**src/rtl/sccb_config_sequencer.sv**
```systemverilog
// SCCB configuration sequencer: walks a register table ROM and issues one SCCB write per
// entry, with delay entries, inter-write gaps, NACK retries, a response timeout and sticky
// completion / failure status.
module sccb_config_sequencer #(
    parameter int unsigned ADDR_W         = 8,
    parameter int unsigned MAX_RETRY      = 3,
    parameter int unsigned DELAY_CYCLES   = 1_000_000,
    parameter int unsigned GAP_CYCLES     = 2_000,
    parameter int unsigned TIMEOUT_CYCLES = 100_000
) (
    input  logic              clk,
    input  logic              reset,
    input  logic              i_go,
    output logic [ADDR_W-1:0] o_rom_addr,
    input  logic [15:0]       i_rom_data,
    output logic              o_start,
    output logic [7:0]        o_sccb_addr,
    output logic [7:0]        o_sccb_data,
    input  logic              i_done,
    input  logic              i_ack_error,
    output logic              o_busy,
    output logic              o_cfg_done,
    output logic              o_cfg_error,
    output logic [ADDR_W-1:0] o_err_index
);

    // One shared down-counter serves the delay, gap and timeout intervals.
    localparam int unsigned MAX_DG  = (DELAY_CYCLES > GAP_CYCLES) ? DELAY_CYCLES : GAP_CYCLES;
    localparam int unsigned MAX_CNT = (MAX_DG > TIMEOUT_CYCLES) ? MAX_DG : TIMEOUT_CYCLES;
    localparam int unsigned CNT_W   = $clog2(MAX_CNT + 2);
    localparam int unsigned RTY_W   = $clog2(MAX_RETRY + 2);

    // Counter runs from N-1 down to 0, so a state loaded with N lasts exactly N cycles.
    localparam logic [CNT_W-1:0] LOAD_DELAY   =
        (DELAY_CYCLES == 0) ? '0 : CNT_W'(DELAY_CYCLES - 1);
    localparam logic [CNT_W-1:0] LOAD_GAP     =
        (GAP_CYCLES == 0) ? '0 : CNT_W'(GAP_CYCLES - 1);
    localparam logic [CNT_W-1:0] LOAD_TIMEOUT =
        (TIMEOUT_CYCLES == 0) ? '0 : CNT_W'(TIMEOUT_CYCLES - 1);
    localparam logic [RTY_W-1:0]  RETRY_MAX   = RTY_W'(MAX_RETRY);
    localparam logic [ADDR_W-1:0] LAST_IDX    = '1;

    typedef enum logic [3:0] {
        StIdle, StFetch, StDecode, StIssue, StWait, StGap, StDelay, StDone, StFail
    } state_e;

    state_e            r_state;
    logic [ADDR_W-1:0] r_idx;
    logic [RTY_W-1:0]  r_retry;
    logic [CNT_W-1:0]  r_cnt;
    logic              r_start;
    logic [7:0]        r_sccb_addr;
    logic [7:0]        r_sccb_data;
    logic              r_busy;
    logic              r_cfg_done;
    logic              r_cfg_error;
    logic [ADDR_W-1:0] r_err_index;

    logic [ADDR_W-1:0] w_idx_inc;
    logic              w_end_entry;
    logic              w_delay_entry;
    logic              w_cnt_zero;

    // The last index doubles as an implicit end marker, so the index never needs to wrap.
    assign w_idx_inc     = (r_idx == LAST_IDX) ? r_idx : r_idx + ADDR_W'(1);
    assign w_end_entry   = (i_rom_data == 16'hFFFF) || (r_idx == LAST_IDX);
    assign w_delay_entry = (i_rom_data == 16'hFFF0);
    assign w_cnt_zero    = (r_cnt == '0);

    // Sequencer FSM with all outputs registered.
    always_ff @(posedge clk) begin
        if (reset) begin
            r_state     <= StIdle;
            r_idx       <= '0;
            r_retry     <= '0;
            r_cnt       <= '0;
            r_start     <= 1'b0;
            r_sccb_addr <= '0;
            r_sccb_data <= '0;
            r_busy      <= 1'b0;
            r_cfg_done  <= 1'b0;
            r_cfg_error <= 1'b0;
            r_err_index <= '0;
        end else begin
            unique case (r_state)
                StIdle: begin
                    if (i_go) begin
                        r_cfg_done  <= 1'b0;
                        r_cfg_error <= 1'b0;
                        r_err_index <= '0;
                        r_idx       <= '0;
                        r_retry     <= '0;
                        r_busy      <= 1'b1;
                        r_state     <= StFetch;
                    end
                end
                // o_rom_addr already shows r_idx; this cycle covers the ROM latency.
                StFetch: r_state <= StDecode;
                StDecode: begin
                    if (w_end_entry) begin
                        r_cfg_done <= 1'b1;
                        r_busy     <= 1'b0;
                        r_state    <= StDone;
                    end else if (w_delay_entry) begin
                        r_cnt   <= LOAD_DELAY;
                        r_state <= StDelay;
                    end else begin
                        r_sccb_addr <= i_rom_data[15:8];
                        r_sccb_data <= i_rom_data[7:0];
                        r_state     <= StIssue;
                    end
                end
                StIssue: begin
                    r_start <= 1'b1;
                    r_cnt   <= LOAD_TIMEOUT;
                    r_state <= StWait;
                end
                StWait: begin
                    // ack_error is checked first so it wins over a simultaneous done.
                    if (i_ack_error) begin
                        r_start <= 1'b0;
                        if (r_retry < RETRY_MAX) begin
                            r_retry <= r_retry + RTY_W'(1);
                            r_cnt   <= LOAD_GAP;
                            r_state <= StGap;
                        end else begin
                            r_cfg_error <= 1'b1;
                            r_err_index <= r_idx;
                            r_busy      <= 1'b0;
                            r_state     <= StFail;
                        end
                    end else if (i_done) begin
                        r_start <= 1'b0;
                        r_retry <= '0;
                        r_idx   <= w_idx_inc;
                        r_cnt   <= LOAD_GAP;
                        r_state <= StGap;
                    end else if (w_cnt_zero) begin
                        r_start     <= 1'b0;
                        r_cfg_error <= 1'b1;
                        r_err_index <= r_idx;
                        r_busy      <= 1'b0;
                        r_state     <= StFail;
                    end else begin
                        r_cnt <= r_cnt - CNT_W'(1);
                    end
                end
                StGap: begin
                    // A nonzero retry count means the same entry is re-issued.
                    if (w_cnt_zero) begin
                        r_state <= (r_retry == '0) ? StFetch : StIssue;
                    end else begin
                        r_cnt <= r_cnt - CNT_W'(1);
                    end
                end
                StDelay: begin
                    if (w_cnt_zero) begin
                        r_idx   <= w_idx_inc;
                        r_state <= StFetch;
                    end else begin
                        r_cnt <= r_cnt - CNT_W'(1);
                    end
                end
                StDone:  r_state <= StIdle;
                StFail:  r_state <= StIdle;
                default: r_state <= StIdle;
            endcase
        end
    end

    assign o_rom_addr  = r_idx;
    assign o_start     = r_start;
    assign o_sccb_addr = r_sccb_addr;
    assign o_sccb_data = r_sccb_data;
    assign o_busy      = r_busy;
    assign o_cfg_done  = r_cfg_done;
    assign o_cfg_error = r_cfg_error;
    assign o_err_index = r_err_index;

endmodule

```
**config.mk**
```make
export PLATFORM = sky130hd
export DESIGN_NAME = sccb_config_sequencer
export DESIGN_NICKNAME = d
export VERILOG_FILES = /design/src/rtl/sccb_config_sequencer.sv
export SDC_FILE = /design/constraint.sdc
export NUM_CORES = 1
export LEC_CHECK = 0
export ABC_AREA = 1
export BUFFER_PORTS_ARGS = -buffer_cell sky130_fd_sc_hd__buf_2
export CAP_MARGIN = 40
export CORE_UTILIZATION = 59
export CTS_BUF_LIST = sky130_fd_sc_hd__clkbuf_2 sky130_fd_sc_hd__clkbuf_4 sky130_fd_sc_hd__clkbuf_8
export CTS_CLUSTER_DIAMETER = 100
export CTS_CLUSTER_SIZE = 30
export DETAILED_ROUTE_END_ITERATION = 12
export GPL_ROUTABILITY_DRIVEN = 0
export PLACE_DENSITY = 0.84
export SKIP_CTS_REPAIR_TIMING = 1
export SLEW_MARGIN = 20
export SYNTH_ARGS = -nofsm -noshare
export SYNTH_HDL_FRONTEND = slang
export SYNTH_SLANG_ARGS = --single-unit
```
**constraint.sdc**
```tcl
create_clock -name clk -period 2.2 [get_ports clk]
set_clock_uncertainty 0.2 [all_clocks]
set_input_delay 0.33 -clock clk [delete_from_list [all_inputs] [get_ports clk]]
set_output_delay 0.33 -clock clk [all_outputs]
set_load 0.03 [all_outputs]
```
==> flow_summary_export.csv <==
group,metric,value,unit
route,top_layer,"met4",
grt,grt_pass1_wl,15900,µm
worst_setup_path,cpMaxStageDelayCell,"dfxtp_1",
route,wl_met2,4480,µm
synth,ys.flop_type,"dfxtp_1",
grt,grt_pass1_vias,3709,
die,coreArea,5990,µm²
worst_setup_path,crit_required,2.24,ns
route,ant_nets,0,
timing,rsz0062_at_grt,"no",
synth,synth-edff-count,0,
cells_and_area,seqCellArea,1260,µm²
cts,cts_root_buf,"clkbuf_8",
route,wl_met1,4310,µm
pwr,p_int,2.78,mW
worst_setup_path,path_common_cell,"nand2_1",
route,routed-wl-met3,623,µm
synth,yosys_warnings,0,
route,drt_wl_total,9580,µm
worst_setup_path,path_delay_family,"simple AND/OR/NAND/NOR gates",
cts,cts_tree,"done",
die,initial_core_util,0.621,
synth,yosys-top-cells-area,"dfxtp_1 (34%), nand2_1 (16%), nor2_1 (11%)",
cts,clock_sinks,63,
die,die_y,81.4,µm
pwr,powerDensity,1270,nW/µm²
grt,antenna_found_initial,0,
synth,synth_fp_nets,611,
route,drc,0,
die,ioPinCount,57,
pwr,p_seq_frac,0.274,
die,fp.dieW,81.4,µm
pwr,clockPowerShare,0.169,
timing,timing.setup.tns,0,ns
cts,clkSlewWorstSetupHoldPaths,0.08,ns
worst_setup_path,worst_ep_arrival_time,2.06,ns
synth,synthCells,585,
grt,grt-ovfl-total,0,
worst_setup_path,setup.worst_path.start,"o_rom_addr[0]$_SDFFE_PP0P_",
worst_setup_path,worst-path-buf-inv,1,
synth,synth_top_area_cell,"dfxtp_1",
timing,min_period,2.02,ns
job,max-cap-violations,0,
route,routedWlPerCell,13.1,µm
timing,finalMaxSlewViolations,0,
route,dr.pass1.iters,5,
route,vias,3957,
hold_path,hold_start,"i_rom_data[6]",
worst_setup_path,startpoint_type,"flip-flop",
place,dp_hpwl,7020,µm
cells_and_area,stdcell_count,733,
pwr,p_sw,2.69,mW
place,port_buffers,56,
cts,cts_max_level,3,
cells_and_area,antenna_cells,0,
outcome,status,"finished clean",
pwr,power_switching_share,0.491,
cells_and_area,drive_gt1_frac,0.202,
hold_path,hold_class,"in -> reg",
timing,tightest_slew,0.554,ns
synth,synth_cell_types,33,
pwr,peakVddDrop,689,µV
cts,cts_made_buffers,9,
grt,track_usage,0.313,
timing,max_freq,495,MHz
die,dieArea,6620,µm²
synth,yosysMostFrequentCell,"nand2_1",
synth,synth_top_area_frac,0.339,
synth,synth-async-reset-ratio,0,
synth,netlist_top_cells_count,"nand2_1 (157), nor2_1 (107), dfxtp_1 (63)",
pwr,combPwrFrac,0.557,
synth,synth_seq_area_share,0.339,
timing,finalCritPeriodShare,0.918,
die,rows,28,
worst_setup_path,path_class,"reg -> reg",
timing,setup-violations-final,0,
grt,grt_max_degree,27,
worst_setup_path,worstPathMaxFanout,14,
place,place_inst,717,
route,first_iter_violations,267,
timing,hold_viol_final,0,
worst_setup_path,slowest_delay,0.38,ns
worst_setup_path,endpoint_kind,"flip-flop",
pwr,p_leak,2.18,nW
cells_and_area,nets,679,
synth,synthesis.area,3720,µm²
synth,ys_ff_latch,63,
synth,avgSynthCellArea,6.35,µm²
timing,worst_slew_margin_rel,0.627,
cells_and_area,areaGrowthSynthToFinish,16.1,%
cts,clk_path_buf_depth,2,
route,vias_per_cell,5.40,
cells_and_area,multi_input_area,2140,µm²
worst_setup_path,r2r_start,"o_rom_addr[0]$_SDFFE_PP0P_",
cells_and_area,n_fill_cell,508,
worst_setup_path,path_cells,"ha_1 > nand2_1 > nor2_4 > nand2_1 > nand4_1 > nand2_1 > nand2_2 > buf_12 > nand2_1 > nand2_1 > nor2_1",
cts,worst_skew_pair.late_latency,0.35,ns
## cell type report
class | instances | area share
repair buffers | 69 | 0.0904
inverters | 67 | 0.0583
multi-input cells | 443 | 0.496
clock inverters | 5 | 0.00783
well taps | 75 | 0.0217
clock buffers | 11 | 0.0336
flip-flops and latches | 63 | 0.292
## worst min-delay path, delay by kind of cell
kind / cells / cell delay (ns)
buffers and inverters: 1 / 0.08
AND/OR/NAND/NOR: 2 / 0.12
## flip-flops by register name, summed over array words and instances (netlist names)
register     cells
o_busy           1
o_cfg_done       1
o_cfg_error      1
o_err_index      8
o_rom_addr       8
o_sccb_addr      8
o_sccb_data      8
o_start          1
r_cnt           20
r_retry          3
r_state          4
## cell families after synthesis
kind of cell	after synthesis	share of synthesized area
flops	63	0.339
compound gates	86	0.137
xor+xnor	3	0.00707
buf+inv	79	0.0848
simple gates	349	0.415
fa+ha+maj	5	0.0168
## routing by layer
metal	vias up	global-route usage
li1	2002	-
met1	1781	0.387
met2	152	0.530
met3	22	0.0697
met4	0	0.113
met5	-	0
## worst paths after layout
| path | slack (ns) | cells after the start | to |
|---|---|---|---|
| min reg2reg | 0.26 | 2 | o_cfg_error$_SDFFE_PP0P_ |
| max | 0.18 | 11 | r_cnt[5]$_SDFFE_PP0P_ |
| max reg2reg | 0.18 | 11 | r_cnt[5]$_SDFFE_PP0P_ |
| min | 0.02 | 3 | o_sccb_data[6]$_SDFFE_PP0P_ |
## cells in the final DEF (no fill, tap or decap), types with 6 or more instances in the layout
cell type and count:
o21ai_0 26, nand2_2 11, nand3_1 37, nand2_1 157, buf_4 12, inv_2 10, nor2_1 107, dfxtp_1 63
inv_1 57, nand4_1 18, a21oi_1 38, nor2_4 6, clkbuf_8 10, a21oi_2 7, buf_2 56
## per-stage QoR
step	util	cell area, µm²	setup slack (ns)	power, mW	hold slack (ns)
finish	0.721	4320	0.181	5.47	0.0232
global route	0.721	4320	0.0447	5.95	0.0262
floorplan	-	3720	0.195	3.80	0.246
detailed placement	0.691	4140	0.213	4.48	0.248
CTS	0.721	4320	0.178	5.43	0.0225
global placement	0.691	4140	0.289	4.42	0.236
## power by group through the flow
| stage | logic [mW] | registers, mW | clock network, mW |
|---|---|---|---|
| 6_report | 3.05 | 1.50 | 0.924 |
| 5_1_grt | 3.44 | 1.52 | 0.987 |
| 4_1_cts | 3.00 | 1.49 | 0.933 |
| 3_5_place_dp | 2.97 | 1.51 | 0 |
| 3_3_place_gp | 2.91 | 1.51 | 0 |
| 2_1_floorplan | 2.14 | 1.66 | 0 |
Power figures use the tool's default switching activity.
